[config.mk]
export PLATFORM = sky130hd
export DESIGN_NAME = unified_mem_arbiter_flat
export DESIGN_NICKNAME = d
export VERILOG_FILES = /design/src/rtl/unified_mem_arbiter_pkg.sv /design/src/rtl/unified_mem_arbiter_if.sv /design/src/rtl/unified_mem_arbiter_prio.sv /design/src/rtl/unified_mem_arbiter.sv /design/src/flat_wrapper.sv
export SDC_FILE = /design/constraint.sdc
export NUM_CORES = 1
export LEC_CHECK = 0
export CORE_AREA = 4 4 107 109
export DETAILED_ROUTE_END_ITERATION = 8
export DIE_AREA = 0 0 111 113
export GPL_ROUTABILITY_DRIVEN = 0
export PLACE_DENSITY = 0.93
export SYNTH_ARGS = -nofsm -noshare
export SYNTH_HDL_FRONTEND = slang
export SYNTH_SLANG_ARGS = --single-unit
[constraint.sdc]
create_clock -name clk -period 3.5 [get_ports clk]
set_input_delay 0.7 -clock clk [delete_from_list [all_inputs] [get_ports clk]]
set_output_delay 0.7 -clock clk [all_outputs]
set_load 0.02 [all_outputs]
[src/rtl/unified_mem_arbiter_pkg.sv]
`default_nettype none
// +----------------------------------------------------------------------+
// | mem_arb_pkg                                                          |
// | Shared encodings for the unified memory arbiter.                     |
// | Revision: 1.0                                                        |
// +----------------------------------------------------------------------+
package mem_arb_pkg;

    localparam int unsigned c_state_w = 2;
    localparam logic [c_state_w-1:0] c_st_idle = 2'd0;
    localparam logic [c_state_w-1:0] c_st_req  = 2'd1;
    localparam logic [c_state_w-1:0] c_st_resp = 2'd2;

    localparam logic c_own_im = 1'b0;
    localparam logic c_own_dm = 1'b1;

    // Wide enough for any supported data width; users slice the low bits.
    localparam int unsigned c_max_be_w = 128;
    localparam logic [c_max_be_w-1:0] c_fetch_be = '1;

endpackage
`default_nettype wire

[src/rtl/unified_mem_arbiter_if.sv]
`default_nettype none
// +----------------------------------------------------------------------+
// | unified_mem_arbiter_if                                               |
// | Fetch, data and memory-bus signals of the unified arbiter.           |
// | Revision: 1.0                                                        |
// +----------------------------------------------------------------------+
interface unified_mem_arbiter_if #(
    parameter int ADDR_W = 32,
    parameter int DATA_W = 32
) ();
    localparam int BE_W = DATA_W / 8;

    logic              im_req;
    logic [ADDR_W-1:0] im_addr;
    logic              im_gnt;
    logic              im_rvalid;
    logic [DATA_W-1:0] im_rdata;

    logic              dm_req;
    logic [ADDR_W-1:0] dm_addr;
    logic [DATA_W-1:0] dm_wdata;
    logic              dm_we;
    logic [BE_W-1:0]   dm_be;
    logic              dm_gnt;
    logic              dm_rvalid;
    logic [DATA_W-1:0] dm_rdata;

    logic              bus_req;
    logic [ADDR_W-1:0] bus_addr;
    logic [DATA_W-1:0] bus_wdata;
    logic              bus_we;
    logic [BE_W-1:0]   bus_be;
    logic              bus_gnt;
    logic              bus_rvalid;
    logic [DATA_W-1:0] bus_rdata;
    logic              bus_err;

    modport slave (
        input  im_req, im_addr,
        output im_gnt, im_rvalid, im_rdata,
        input  dm_req, dm_addr, dm_wdata, dm_we, dm_be,
        output dm_gnt, dm_rvalid, dm_rdata,
        output bus_req, bus_addr, bus_wdata, bus_we, bus_be, bus_err,
        input  bus_gnt, bus_rvalid, bus_rdata
    );

    modport master (
        output im_req, im_addr,
        input  im_gnt, im_rvalid, im_rdata,
        output dm_req, dm_addr, dm_wdata, dm_we, dm_be,
        input  dm_gnt, dm_rvalid, dm_rdata,
        input  bus_req, bus_addr, bus_wdata, bus_we, bus_be, bus_err,
        output bus_gnt, bus_rvalid, bus_rdata
    );

endinterface
`default_nettype wire

[src/rtl/unified_mem_arbiter_prio.sv]
`default_nettype none
// +----------------------------------------------------------------------+
// | mem_arb_prio                                                         |
// | Data-first priority with a bounded fetch-starvation counter.         |
// | Revision: 1.0                                                        |
// +----------------------------------------------------------------------+
module mem_arb_prio
    import mem_arb_pkg::*;
#(
    parameter int STARVE_MAX = 4
) (
    input  wire logic clk,
    input  wire logic rst_n,
    input  wire logic i_arb_en,
    input  wire logic i_im_req,
    input  wire logic i_dm_req,
    output logic      o_valid,
    output logic      o_win
);
    localparam int CNT_W = $clog2(STARVE_MAX + 1);
    localparam logic [CNT_W-1:0] c_starve_max = CNT_W'(STARVE_MAX);

    logic [CNT_W-1:0] r_starve_cnt;
    logic [CNT_W-1:0] w_starve_cnt_nxt;
    logic             w_im_turn;

    assign w_im_turn = i_im_req && (r_starve_cnt == c_starve_max);
    assign o_valid   = i_arb_en && (i_im_req || i_dm_req);
    assign o_win     = (i_dm_req && !w_im_turn) ? c_own_dm : c_own_im;

    // Counts data wins only while fetch is actually waiting.
    always_comb begin
        w_starve_cnt_nxt = r_starve_cnt;
        if (!i_im_req) begin
            w_starve_cnt_nxt = '0;
        end else if (o_valid) begin
            if (o_win == c_own_im) begin
                w_starve_cnt_nxt = '0;
            end else if (r_starve_cnt != c_starve_max) begin
                w_starve_cnt_nxt = r_starve_cnt + 1'b1;
            end
        end
    end

    always_ff @(posedge clk or negedge rst_n) begin
        if (!rst_n) begin
            r_starve_cnt <= '0;
        end else begin
            r_starve_cnt <= w_starve_cnt_nxt;
        end
    end

endmodule
`default_nettype wire

[src/rtl/unified_mem_arbiter.sv]
`default_nettype none
// +----------------------------------------------------------------------+
// | unified_mem_arbiter                                                  |
// | Shares one memory bus between fetch and data, one txn at a time.     |
// | Revision: 1.0                                                        |
// +----------------------------------------------------------------------+
module unified_mem_arbiter
    import mem_arb_pkg::*;
#(
    parameter int ADDR_W     = 32,
    parameter int DATA_W     = 32,
    parameter int STARVE_MAX = 4
) (
    input  wire logic            clk,
    input  wire logic            rst_n,
    unified_mem_arbiter_if.slave mem
);
    localparam int BE_W = DATA_W / 8;

    logic [c_state_w-1:0] r_state, w_state_nxt;
    logic                 r_owner, w_owner_nxt;
    logic [ADDR_W-1:0]    r_addr,  w_addr_nxt;
    logic [DATA_W-1:0]    r_wdata, w_wdata_nxt;
    logic                 r_we,    w_we_nxt;
    logic [BE_W-1:0]      r_be,    w_be_nxt;
    logic                 r_err,   w_err_nxt;
    logic                 w_arb_en;
    logic                 w_arb_valid;
    logic                 w_win;
    logic                 w_resp_done;

    // rst_n gates arbitration so no grant can leak out while held in reset.
    assign w_arb_en    = (r_state == c_st_idle) && rst_n;
    assign w_resp_done = (r_state == c_st_resp) && mem.bus_rvalid;

    mem_arb_prio #(
        .STARVE_MAX (STARVE_MAX)
    ) u_prio (
        .clk      (clk),
        .rst_n    (rst_n),
        .i_arb_en (w_arb_en),
        .i_im_req (mem.im_req),
        .i_dm_req (mem.dm_req),
        .o_valid  (w_arb_valid),
        .o_win    (w_win)
    );

    always_comb begin
        w_state_nxt = r_state;
        w_owner_nxt = r_owner;
        w_addr_nxt  = r_addr;
        w_wdata_nxt = r_wdata;
        w_we_nxt    = r_we;
        w_be_nxt    = r_be;
        w_err_nxt   = r_err || (mem.bus_rvalid && (r_state != c_st_resp));
        case (r_state)
            c_st_idle: begin
                if (w_arb_valid) begin
                    w_state_nxt = c_st_req;
                    w_owner_nxt = w_win;
                    if (w_win == c_own_dm) begin
                        w_addr_nxt  = mem.dm_addr;
                        w_wdata_nxt = mem.dm_wdata;
                        w_we_nxt    = mem.dm_we;
                        w_be_nxt    = mem.dm_be;
                    end else begin
                        w_addr_nxt  = mem.im_addr;
                        w_wdata_nxt = '0;
                        w_we_nxt    = 1'b0;
                        w_be_nxt    = c_fetch_be[BE_W-1:0];
                    end
                end
            end
            c_st_req: begin
                if (mem.bus_gnt) begin
                    w_state_nxt = c_st_resp;
                end
            end
            c_st_resp: begin
                if (mem.bus_rvalid) begin
                    w_state_nxt = c_st_idle;
                end
            end
            default: begin
                w_state_nxt = c_st_idle;
            end
        endcase
    end

    always_ff @(posedge clk or negedge rst_n) begin
        if (!rst_n) begin
            r_state <= c_st_idle;
            r_owner <= c_own_dm;
            r_addr  <= '0;
            r_wdata <= '0;
            r_we    <= 1'b0;
            r_be    <= '0;
            r_err   <= 1'b0;
        end else begin
            r_state <= w_state_nxt;
            r_owner <= w_owner_nxt;
            r_addr  <= w_addr_nxt;
            r_wdata <= w_wdata_nxt;
            r_we    <= w_we_nxt;
            r_be    <= w_be_nxt;
            r_err   <= w_err_nxt;
        end
    end

    assign mem.im_gnt    = w_arb_valid && (w_win == c_own_im);
    assign mem.dm_gnt    = w_arb_valid && (w_win == c_own_dm);
    assign mem.im_rvalid = w_resp_done && (r_owner == c_own_im);
    assign mem.dm_rvalid = w_resp_done && (r_owner == c_own_dm);
    assign mem.im_rdata  = mem.bus_rdata;
    assign mem.dm_rdata  = mem.bus_rdata;

    assign mem.bus_req   = (r_state == c_st_req);
    assign mem.bus_addr  = r_addr;
    assign mem.bus_wdata = r_wdata;
    assign mem.bus_we    = r_we;
    assign mem.bus_be    = r_be;
    assign mem.bus_err   = r_err;

endmodule
`default_nettype wire

[src/flat_wrapper.sv]
// flat-port wrapper written by rule: the top's interface ports become plain ports
module unified_mem_arbiter_flat import mem_arb_pkg::*;
#(
    parameter int ADDR_W     = 32,
    parameter int DATA_W     = 32,
    parameter int STARVE_MAX = 4
)
  (clk, rst_n, mem_im_req, mem_im_addr, mem_im_gnt, mem_im_rvalid, mem_im_rdata, mem_dm_req, mem_dm_addr, mem_dm_wdata, mem_dm_we, mem_dm_be, mem_dm_gnt, mem_dm_rvalid, mem_dm_rdata, mem_bus_req, mem_bus_addr, mem_bus_wdata, mem_bus_we, mem_bus_be, mem_bus_err, mem_bus_gnt, mem_bus_rvalid, mem_bus_rdata);
  unified_mem_arbiter_if #(.ADDR_W(ADDR_W), .DATA_W(DATA_W)) mem_i ();
  input  wire logic clk;
  input  wire logic rst_n;
  input wire logic [$bits(mem_i.im_req)-1:0] mem_im_req;
  input wire logic [$bits(mem_i.im_addr)-1:0] mem_im_addr;
  output wire logic [$bits(mem_i.im_gnt)-1:0] mem_im_gnt;
  output wire logic [$bits(mem_i.im_rvalid)-1:0] mem_im_rvalid;
  output wire logic [$bits(mem_i.im_rdata)-1:0] mem_im_rdata;
  input wire logic [$bits(mem_i.dm_req)-1:0] mem_dm_req;
  input wire logic [$bits(mem_i.dm_addr)-1:0] mem_dm_addr;
  input wire logic [$bits(mem_i.dm_wdata)-1:0] mem_dm_wdata;
  input wire logic [$bits(mem_i.dm_we)-1:0] mem_dm_we;
  input wire logic [$bits(mem_i.dm_be)-1:0] mem_dm_be;
  output wire logic [$bits(mem_i.dm_gnt)-1:0] mem_dm_gnt;
  output wire logic [$bits(mem_i.dm_rvalid)-1:0] mem_dm_rvalid;
  output wire logic [$bits(mem_i.dm_rdata)-1:0] mem_dm_rdata;
  output wire logic [$bits(mem_i.bus_req)-1:0] mem_bus_req;
  output wire logic [$bits(mem_i.bus_addr)-1:0] mem_bus_addr;
  output wire logic [$bits(mem_i.bus_wdata)-1:0] mem_bus_wdata;
  output wire logic [$bits(mem_i.bus_we)-1:0] mem_bus_we;
  output wire logic [$bits(mem_i.bus_be)-1:0] mem_bus_be;
  output wire logic [$bits(mem_i.bus_err)-1:0] mem_bus_err;
  input wire logic [$bits(mem_i.bus_gnt)-1:0] mem_bus_gnt;
  input wire logic [$bits(mem_i.bus_rvalid)-1:0] mem_bus_rvalid;
  input wire logic [$bits(mem_i.bus_rdata)-1:0] mem_bus_rdata;
  assign mem_i.im_req = mem_im_req;
  assign mem_i.im_addr = mem_im_addr;
  assign mem_im_gnt = mem_i.im_gnt;
  assign mem_im_rvalid = mem_i.im_rvalid;
  assign mem_im_rdata = mem_i.im_rdata;
  assign mem_i.dm_req = mem_dm_req;
  assign mem_i.dm_addr = mem_dm_addr;
  assign mem_i.dm_wdata = mem_dm_wdata;
  assign mem_i.dm_we = mem_dm_we;
  assign mem_i.dm_be = mem_dm_be;
  assign mem_dm_gnt = mem_i.dm_gnt;
  assign mem_dm_rvalid = mem_i.dm_rvalid;
  assign mem_dm_rdata = mem_i.dm_rdata;
  assign mem_bus_req = mem_i.bus_req;
  assign mem_bus_addr = mem_i.bus_addr;
  assign mem_bus_wdata = mem_i.bus_wdata;
  assign mem_bus_we = mem_i.bus_we;
  assign mem_bus_be = mem_i.bus_be;
  assign mem_bus_err = mem_i.bus_err;
  assign mem_i.bus_gnt = mem_bus_gnt;
  assign mem_i.bus_rvalid = mem_bus_rvalid;
  assign mem_i.bus_rdata = mem_bus_rdata;
  unified_mem_arbiter #(.ADDR_W(ADDR_W), .DATA_W(DATA_W), .STARVE_MAX(STARVE_MAX)) u_core (.clk(clk), .rst_n(rst_n), .mem(mem_i));
endmodule
==> results.json <==
{
  "status": "complete, no violations",
  "io_pins": 278,
  "ys_warn_count": 0,
  "first_iter_violations": 127,
  "fin_crit_ps": 3087,
  "grt_pass1_vias": 3600,
  "path_buf_inv": 3,
  "grt_start_max_net_pins": 42,
  "cts_tree": "done",
  "power.density_nw_per_um2": 676.0,
  "tightestPinTransition_ps": 857.7,
  "critical-path-max-stage-delay_ps": 650,
  "dpl-instance-area_um2": 5306,
  "cp.required_ps": 2800,
  "cp_common_cell": "clkdlybuf4s50_1",
  "cp-start-kind": "input port",
  "cpLargestDelayFamily": "buffers and inverters",
  "avgViaCountPerCell": 5.437,
  "core-area_um2": 10600,
  "cts_buffer_depth": 2,
  "min_path_type": "input port to async pin",
  "rsz0062_at_grt": "no",
  "die_area_um2": 12540,
  "layout_setup_ws_ps": 412.9,
  "slew_viol_final": 0,
  "cp_slowest_cell": "clkdlybuf4s50_1",
  "yosysMostFrequentCell": "dfrtp_1",
  "synth_nets": 483,
  "cp_max_fo": 9,
  "synth_edf_count": 0,
  "synth_cells": 342,
  "finalCritPeriodShare_pct": 88.20,
  "maxSlewHeadroom_pct": 42.75,
  "netlist_area_um2": 3889,
  "wl_per_cell_um": 20.23,
  "dpl_worst_slack_ps": 419.9,
  "post-cts-setup-buffer-count": 0,
  "synth_top_cell_area_share_pct": 48.26,
  "cts_buffers": 9,
  "ctsResizeCount": 0,
  "cp.arrival_ps": 2390,
  "portBuffers": 181,
  "cts.htree.levels": 3,
  "synthToLayoutAreaGrowth_pct": 40.60,
  "yosys_register_bits": 76,
  "finalNetCount": 591,
  "finClkSkew_ps": 11.94,
  "first_pass_iters": 4,
  "drive_gt1_share_pct": 9.011,
  "grt_pass1_wl_um": 19100,
  "tns_ps": 0,
  "multi_input_area_um2": 1326,
  "insertion_delay_ps": 340,
  "clock_sinks": 76,
  "clock-root-buffer": "clkbuf_8",
  "utilization_pct": 51.57,
  "antenna_found_initial": 0,
  "seq_area_um2": 1903,
  "grt.total_usage_pct": 19.20,
  "place_hpwl_um": 8817,
  "grt_overflow": 0,
  "drv_cap": 0,
  "die_w_um": 111,
  "holdBufCountCts": 0,
  "yosys.area.top_type": "dfrtp_1",
  "setup_viol": 0,
  "hold_slack_ps": 162.5,
  "antenna_left": 0,
  "timing.fmax_mhz": 323.9,
  "drc": 0,
  "critPathCaptureType": "output pin",
  "routed_wl_um": 12040,
  "fin_area_um2": 5468,
  "cts.clk_slew.worst_paths_ps": 80,
  "criticalPathCategory": "input port to output pin",
  "rows": 38,
  "synth_cell_type_count": 34,
  "antenna_cells": 0,
  "synth_flop_cell": "dfrtp_1",
  "ys_seq_area_share_pct": 48.94,
  "vdd_drop_max_uv": 363.7,
  "async_flop_share_pct": 100.0,
  "p_leak_nw": 2.135,
  "start_util_pct": 36.68,
  "synth_commonest_cells": "75 x dfrtp_1, 69 x buf_4, 33 x a22o_1, 33 x o21ai_0, 32 x a311oi_1",
  "hold_viol": 0,
  "synth_area_per_cell_um2": 11.37,
  "die_h_um": 113,
  "path_cells": "clkdlybuf4s50_1, buf_4, o21a_1, nand2_1, a21oi_1, clkdlybuf4s50_1",
  "vias": 3235,
  "fillers": 906,
  "ys_top_cells_by_area": "dfrtp_1 48%, buf_4 13%, a22o_1 7.4%"
}
-- cell families (layout without fill, tap and decap cells) --
family | count (synthesis) | count (layout) | share of synthesized area [%]
adders and majority gates | 2 | 2 | 0.6434
DFF | 76 | 76 | 48.94
AOI/OAI and AO/OA | 143 | 143 | 29.92
buffers and inverters | 99 | 212 | 16.96
muxes | 1 | 1 | 0.2896
and+or+nand+nor | 21 | 21 | 3.250
-- stage by stage --
stage / cells / power (mW)
after floorplan: 342 / 2.358
after global placement: 579 / 3.104
after detailed placement: 579 / 3.140
after CTS: 595 / 3.737
after global routing: 595 / 3.895
final: 595 / 3.696
-- state kept, by name, summed over array words and instances (netlist names) --
signal and cells:
u_core.mem.bus_err 1, u_core.u_prio.r_starve_cnt 3, u_core.mem.bus_be 4, u_core.r_owner 1
u_core.mem.bus_addr 32, u_core.mem.bus_wdata 32, u_core.mem.bus_we 1, u_core.r_state 2
-- placed cells by master (no fill, tap or decap), drive strengths merged, types with 4 or more instances in the layout --
cell,count
dfrtp,75
a2bb2oi,32
nor2,4
clkbuf,11
inv,4
a22o,33
nand2,8
o21ai,34
buf,13
clkdlybuf4s50,179
o22a,4
a311oi,32
-- metal layers --
layer  global-route usage (%)  share of wire, %  vias up
li1                         -                 -     1448
met1                    21.34                39     1557
met2                    32.77                49      207
met3                    8.289               9.6       23
met4                    7.307               2.2        0
met5                        0                 0        -
-- worst paths after layout --
check | slack, ps | end | start | depth (start not counted)
setup / recovery | 410 | mem_im_gnt | mem_im_req | 6
hold / removal | 160 | u_core.u_prio.r_starve_cnt[2] | rst_n | 1
setup reg to reg | 1670 | u_core.mem.bus_addr[31] | u_core.u_prio.r_starve_cnt[0] | 6
hold reg to reg | 480 | u_core.mem.bus_err | u_core.mem.bus_err | 1
max in group asynchronous | 2620 | u_core.mem.bus_addr[22] | rst_n | 2
min in group clk | 480 | u_core.mem.bus_err | u_core.mem.bus_err | 1
-- power by group --
group,switching [mW],internal [mW]
Sequential,0.201,1.19
Combinational,0.806,0.926
Clock,0.318,0.254
Total,1.33,2.37
-- area by class of cell --
| type | count | area share [%] |
|---|---|---|
| Clock inverter | 5 | 0.5492 |
| Sequential cell | 76 | 34.81 |
| Inverter | 4 | 0.2746 |
| Clock buffer | 11 | 2.403 |
| Tap cell | 140 | 3.204 |
| Multi-Input combinational cell | 167 | 24.26 |
| Timing Repair Buffer | 192 | 34.51 |
Note: power is estimated with default switching activity, not from simulation.
